**src/rtl/dht11_sample_scheduler.sv**
```systemverilog
// DHT11 read scheduler: power-up settle, periodic and forced sampling with a
// minimum start-to-start gap, per-transaction timeout, bounded retries, result hold.
module dht11_sample_scheduler #(
  parameter int unsigned POWERUP_CYC = 32'd50_000_000,
  parameter int unsigned PERIOD_CYC  = 32'd100_000_000,
  parameter int unsigned MIN_GAP_CYC = 32'd50_000_000,
  parameter int unsigned TIMEOUT_CYC = 32'd2_500_000,
  parameter int unsigned RETRY_CYC   = 32'd50_000_000,
  parameter int unsigned MAX_RETRIES = 32'd3
) (
  input  logic        clk,
  input  logic        reset,
  input  logic        enable,
  input  logic        force_req,
  output logic        rd_start,
  input  logic        rd_done,
  input  logic        rd_ok,
  input  logic [7:0]  rd_temp,
  input  logic [7:0]  rd_hum,
  output logic [7:0]  temperature,
  output logic [7:0]  humidity,
  output logic        valid,
  output logic        fault,
  output logic        busy,
  output logic [15:0] sample_cnt,
  output logic [7:0]  err_cnt
);

  typedef enum logic [2:0] {
    ST_POWERUP    = 3'd0,
    ST_IDLE       = 3'd1,
    ST_WAIT       = 3'd2,
    ST_START      = 3'd3,
    ST_BUSY       = 3'd4,
    ST_RETRY_WAIT = 3'd5
  } state_t;

  localparam logic [31:0] POWERUP_LAST = 32'(POWERUP_CYC - 32'd1);
  localparam logic [31:0] PERIOD_MAX   = 32'(PERIOD_CYC);
  localparam logic [31:0] GAP_MAX      = 32'(MIN_GAP_CYC);
  localparam logic [31:0] TIMEOUT_LAST = 32'(TIMEOUT_CYC - 32'd1);
  localparam logic [31:0] RETRY_LAST   = 32'(RETRY_CYC - 32'd1);
  localparam logic [7:0]  RETRY_LIMIT  = 8'(MAX_RETRIES);
  localparam logic [7:0]  TEMP_INVALID = 8'd99;

  state_t      state_r, state_next_s;
  logic [31:0] phase_cnt_r, period_cnt_r, gap_cnt_r, timeout_cnt_r;
  logic [7:0]  retry_r;
  logic        force_pend_r;
  logic        start_s, done_ok_s, fail_s, gap_ok_s, retry_left_s;
  logic        rd_start_r, busy_r, valid_r, fault_r;
  logic [7:0]  temperature_r, humidity_r, err_cnt_r;
  logic [15:0] sample_cnt_r;

  assign gap_ok_s     = (gap_cnt_r >= GAP_MAX);
  assign retry_left_s = (retry_r < RETRY_LIMIT);
  assign start_s      = (state_next_s == ST_START);

  // Transaction outcome; a done arriving with the timeout wins over the timeout
  always_comb begin
    done_ok_s = 1'b0;
    fail_s    = 1'b0;
    if (state_r == ST_BUSY) begin
      done_ok_s = rd_done & rd_ok;
      fail_s    = (rd_done & ~rd_ok) | (~rd_done & (timeout_cnt_r == TIMEOUT_LAST));
    end else begin
      done_ok_s = 1'b0;
      fail_s    = 1'b0;
    end
  end

  // Next-state logic
  always_comb begin
    state_next_s = state_r;
    case (state_r)
      ST_POWERUP: begin
        if (phase_cnt_r == POWERUP_LAST) state_next_s = enable ? ST_START : ST_IDLE;
        else                             state_next_s = ST_POWERUP;
      end
      ST_IDLE: begin
        if (enable) state_next_s = gap_ok_s ? ST_START : ST_WAIT;
        else        state_next_s = ST_IDLE;
      end
      ST_WAIT: begin
        if (!enable)                                                  state_next_s = ST_IDLE;
        else if ((period_cnt_r == PERIOD_MAX) || (force_pend_r && gap_ok_s)) state_next_s = ST_START;
        else                                                          state_next_s = ST_WAIT;
      end
      ST_START: state_next_s = ST_BUSY;
      ST_BUSY: begin
        if (done_ok_s)         state_next_s = enable ? ST_WAIT : ST_IDLE;
        else if (fail_s)       state_next_s = retry_left_s ? ST_RETRY_WAIT : (enable ? ST_WAIT : ST_IDLE);
        else                   state_next_s = ST_BUSY;
      end
      ST_RETRY_WAIT: begin
        if (!enable)                       state_next_s = ST_IDLE;
        else if (phase_cnt_r == RETRY_LAST) state_next_s = ST_START;
        else                               state_next_s = ST_RETRY_WAIT;
      end
      default: state_next_s = ST_POWERUP;
    endcase
  end

  // State register
  always_ff @(posedge clk or negedge reset) begin
    if (!reset) state_r <= ST_POWERUP;
    else        state_r <= state_next_s;
  end

  // Interval counters; period and gap count the start cycle itself so they read N on the N-th cycle after it
  always_ff @(posedge clk or negedge reset) begin
    if (!reset) begin
      phase_cnt_r   <= 32'd0;
      period_cnt_r  <= 32'd0;
      gap_cnt_r     <= 32'd0;
      timeout_cnt_r <= 32'd0;
    end else begin
      if (state_next_s != state_r)                                  phase_cnt_r <= 32'd0;
      else if ((state_r == ST_POWERUP) || (state_r == ST_RETRY_WAIT)) phase_cnt_r <= phase_cnt_r + 32'd1;
      else                                                          phase_cnt_r <= 32'd0;

      if (start_s)                        period_cnt_r <= 32'd1;
      else if (period_cnt_r < PERIOD_MAX) period_cnt_r <= period_cnt_r + 32'd1;
      else                                period_cnt_r <= period_cnt_r;

      if (start_s)                  gap_cnt_r <= 32'd1;
      else if (gap_cnt_r < GAP_MAX) gap_cnt_r <= gap_cnt_r + 32'd1;
      else                          gap_cnt_r <= gap_cnt_r;

      if (state_r == ST_START)     timeout_cnt_r <= 32'd0;
      else if (state_r == ST_BUSY) timeout_cnt_r <= timeout_cnt_r + 32'd1;
      else                         timeout_cnt_r <= timeout_cnt_r;
    end
  end

  // Force request capture and retry tracking
  always_ff @(posedge clk or negedge reset) begin
    if (!reset) begin
      force_pend_r <= 1'b0;
      retry_r      <= 8'd0;
    end else begin
      if (start_s)                                                   force_pend_r <= 1'b0;
      else if (force_req && (state_r != ST_START) && (state_r != ST_BUSY)) force_pend_r <= 1'b1;
      else                                                           force_pend_r <= force_pend_r;

      if (done_ok_s)                                  retry_r <= 8'd0;
      else if (fail_s)                                retry_r <= retry_left_s ? (retry_r + 8'd1) : 8'd0;
      else if ((state_r == ST_RETRY_WAIT) && !enable) retry_r <= 8'd0;
      else                                            retry_r <= retry_r;
    end
  end

  // Result, status and statistics registers
  always_ff @(posedge clk or negedge reset) begin
    if (!reset) begin
      temperature_r <= TEMP_INVALID;
      humidity_r    <= 8'd0;
      valid_r       <= 1'b0;
      fault_r       <= 1'b0;
      sample_cnt_r  <= 16'd0;
      err_cnt_r     <= 8'd0;
    end else if (done_ok_s) begin
      temperature_r <= rd_temp;
      humidity_r    <= rd_hum;
      valid_r       <= 1'b1;
      fault_r       <= 1'b0;
      sample_cnt_r  <= sample_cnt_r + 16'd1;
    end else if (fail_s) begin
      err_cnt_r <= (err_cnt_r == 8'd255) ? err_cnt_r : (err_cnt_r + 8'd1);
      if (!retry_left_s) begin
        fault_r       <= 1'b1;
        valid_r       <= 1'b0;
        temperature_r <= TEMP_INVALID;
        humidity_r    <= 8'd0;
      end
    end
  end

  // Registered handshake and busy flags
  always_ff @(posedge clk or negedge reset) begin
    if (!reset) begin
      rd_start_r <= 1'b0;
      busy_r     <= 1'b0;
    end else begin
      rd_start_r <= start_s;
      busy_r     <= (state_next_s == ST_BUSY);
    end
  end

  assign rd_start    = rd_start_r;
  assign busy        = busy_r;
  assign valid       = valid_r;
  assign fault       = fault_r;
  assign temperature = temperature_r;
  assign humidity    = humidity_r;
  assign sample_cnt  = sample_cnt_r;
  assign err_cnt     = err_cnt_r;

endmodule

```
**config.mk**
```make
export PLATFORM = sky130hd
export DESIGN_NAME = dht11_sample_scheduler
export DESIGN_NICKNAME = d
export VERILOG_FILES = /design/src/rtl/dht11_sample_scheduler.sv
export SDC_FILE = /design/constraint.sdc
export NUM_CORES = 1
export LEC_CHECK = 0
export BUFFER_PORTS_ARGS = -buffer_cell sky130_fd_sc_hd__buf_2
export CAP_MARGIN = 10
export CORE_MARGIN = 2
export CORE_UTILIZATION = 40
export DETAILED_ROUTE_END_ITERATION = 12
export GPL_TIMING_DRIVEN = 1
export PLACE_DENSITY = 0.64
export SLEW_MARGIN = 10
export SYNTH_ARGS = -nofsm -noshare
export SYNTH_HDL_FRONTEND = slang
export SYNTH_SLANG_ARGS = --single-unit
```
**constraint.sdc**
```tcl
create_clock -name clk -period 2.69 [get_ports clk]
set_clock_uncertainty 0.1 [all_clocks]
set_input_delay 0.269 -clock clk [delete_from_list [all_inputs] [get_ports clk]]
set_output_delay 0.269 -clock clk [all_outputs]
set_load 0.03 [all_outputs]
```
==> flow_metrics.py <==
metrics = {
    "logic_synthesis": {
        "synth_edf_count": 0,
        "async_flop_share": 1.000,
        "synth.area.top_cells": "dfrtp_1, xnor2_1, xor2_1, nor2_1, nand4_1",
        "synth.avg_cell_area_um2": 10.03,
        "synth_common_cells": "dfrtp_1, nor2_1, xnor2_1, nand2_1, nand3_1",
        "synth_ff_type": "dfrtp_1",
        "syn-num-nets": 940,
        "yosysTopAreaCellShare": 0.4938,
        "yosysSeqAreaShare": 0.5053,
        "yosysWarningCount": 0,
        "synthesis.area_um2": 9121,
        "synth-seq-cells": 184,
        "yosys.cell_count.top_type": "dfrtp_1",
        "ys_types": 65,
        "synth_top_cell_by_area": "dfrtp_1",
        "netlist_instances": 909,
    },
    "global_routing": {
        "overflow": 0,
        "grt_pass1_wl_mm": 34.12,
        "grt_max_degree": 77,
        "antenna_found_initial": 0,
        "track_usage": 0.1730,
        "grt_pass1_vias": 6883,
    },
    "placement": {
        "dpl.cell_count": 1264,
        "post-dp-hpwl_mm": 13.41,
        "place_congestion": 0.8477,
        "portBuffers": 65,
        "dpl_cell_area_um2": 10020,
    },
    "die": {
        "fp-row-count": 55,
        "ios": 66,
        "die_area_um2": 24030,
        "die_w_um": 155.0,
        "die_h_um": 155.0,
        "initial_utilization": 0.4053,
        "core_area_um2": 22500,
    },
    "clock_network": {
        "insertion_delay_ps": 430,
        "clock_path_buffers": 2,
        "cts.sinks": 184,
        "tritoncts": "built",
        "cts_inserted_buffers": 17,
        "clkSlewWorstSetupHoldPaths_ps": 70,
        "cts_root_buf": "clkbuf_16",
        "h-tree-depth": 4,
    },
    "worst_hold_path": {
        "hp-start": "enable",
        "hp-class": "input port to flop",
    },
    "cells_and_area": {
        "finalNonFillerCells": 1320,
        "diodes": 0,
        "syn_to_final_growth_pct": 19.73,
        "fin_util": 0.4853,
        "drive_above_1_share": 0.1662,
        "fin_nets": 1053,
        "fin_area_um2": 10920,
    },
    "power": {
        "p_leak_nw": 4.870,
        "ir_drop_mv": 0.4535,
        "power.density_nw_per_um2": 875.5,
    },
    "timing": {
        "fmax_ghz": 0.3971,
        "fin_crit_sh": 0.9362,
        "hold_slack_ps": 270.6,
        "tightest_slew_ps": 739.9,
        "hold_viol": 0,
        "fin_crit_ps": 2519,
        "slew_viol_final": 0,
        "setup_viol": 0,
        "setup_tns_ps": 0,
        "slew_headroom": 0.5045,
    },
    "worst_setup_path": {
        "worstSetupPathType": "flop to flop",
        "r2r-start": "gap_cnt_r[10]",
        "worst-endpoint-required_ps": 2940,
        "end_kind": "flop",
        "startpoint_type": "flop",
        "critPathLaunch": "gap_cnt_r[10]",
        "cp_max_fo": 10,
        "arrival_ps": 2770,
    },
    "detailed_routing": {
        "vias": 7102,
        "routed_wl_mm": 19.80,
        "drc": 0,
        "dr.pass1.iters": 4,
        "antenna_left": 0,
        "drtIter0Drc": 483,
        "wl_per_cell_um": 15.00,
        "via_per_inst": 5.380,
    },
    "run": {
        "drv_cap": 0,
    },
    "outcome": {
        "run_status": "completed",
    },
}
registers in the layout (all words and copies together), names as in the netlist, 3 cells and up:
signal         cells
err_cnt            8
gap_cnt_r         32
humidity           8
period_cnt_r      32
phase_cnt_r       32
retry_r            8
sample_cnt        16
state_r            3
temperature        8
timeout_cnt_r     32
cell families (layout without fill, tap and decap cells):
family | Yosys count | count (layout) | synth area share
AO/OA/AOI/OAI | 140 | 140 | 0.1054
flip-flops | 184 | 184 | 0.5053
adder cells (fa/ha/maj) | 9 | 9 | 0.01235
AND/OR/NAND/NOR | 396 | 396 | 0.2328
multiplexers | 4 | 4 | 0.004664
XOR/XNOR | 113 | 113 | 0.1085
buffers and inverters | 63 | 189 | 0.03100
worst max-delay path, stage by stage, from the launching register on:
cell      delay, ps
dfrtp_1         410
or4_1           540
o2111a_1        280
o21ai_4         250
nand4_1         130
buf_4           190
or4_1           390
a22oi_1         160
cells in the final DEF, fill, tap and decap left out, types with 5 or more instances in the layout:
master	instances
buf_2	64
xor2_1	44
and4_1	9
nor4_1	30
o31ai_1	6
o211ai_1	5
clkinv_8	6
inv_1	24
clkbuf_16	17
a22o_1	15
dfrtp_1	180
nand2_1	58
buf_4	43
inv_8	5
nor2b_1	8
a21oi_1	46
o21ai_0	19
nand4_1	42
ha_1	9
buf_12	5
or4_1	8
or3_1	15
dlygate4sd3_1	18
a22oi_1	12
a21boi_1	9
nor3_1	24
nor2_1	94
nor4b_1	5
nand3_1	48
xnor2_1	69
and3_1	20
and2_1	6
report_power, final:
| group | switching (mW) | internal [mW] | total [mW] |
|---|---|---|---|
| clock | 1.26 | 1.37 | 2.63 |
| sequential | 0.640 | 3.41 | 4.05 |
| combinational | 1.73 | 1.16 | 2.88 |
| total | 3.62 | 5.94 | 9.56 |
through the flow:
step,total power [mW],setup slack (ps)
CTS,9.635,77.24
floorplan,5.949,381.2
global placement,6.876,-18.72
detailed placement,6.930,-108.5
global route,10.18,-13.80
finish,9.561,171.5
repair_timing:
item | 4_1_cts | 5_1_grt
setup endpoints to repair | 8 | 67
resized for setup | 1 | 5
pin swaps | 1 | 2
buffers inserted | 1 | 5
hold endpoints to repair | 84 | 0
hold buffers | 18 | 0
worst paths after layout:
path	depth (start not counted)	endpoint	slack, ps
setup / recovery	7	gap_cnt_r[24]	170
setup reg to reg	7	gap_cnt_r[24]	170
max in group asynchronous	3	humidity[7]	1440
hold / removal	4	gap_cnt_r[0]	270
min in group asynchronous	2	timeout_cnt_r[16]	320
hold reg to reg	1	sample_cnt[15]	380
area by class of cell:
class | count | area (µm²)
repair buffers | 131 | 937.1
clock inverters | 15 | 217.7
clock buffers | 17 | 425.4
multi-input cells | 662 | 4277
well taps | 285 | 356.6
flip-flops and latches | 184 | 4609
fillers | 2061 | 11580
inverters | 26 | 97.59
per-layer routing:
| layer | vias up | wire length (µm) | GRT usage |
|---|---|---|---|
| li1 | 3500 | - | - |
| met3 | 29 | 528 | 0.03370 |
| met2 | 108 | 9539 | 0.2758 |
| met1 | 3465 | 9315 | 0.2365 |
| met4 | 0 | 412 | 0.06085 |
| met5 | - | 0 | 0 |
Note: power is estimated with default switching activity, not from simulation.
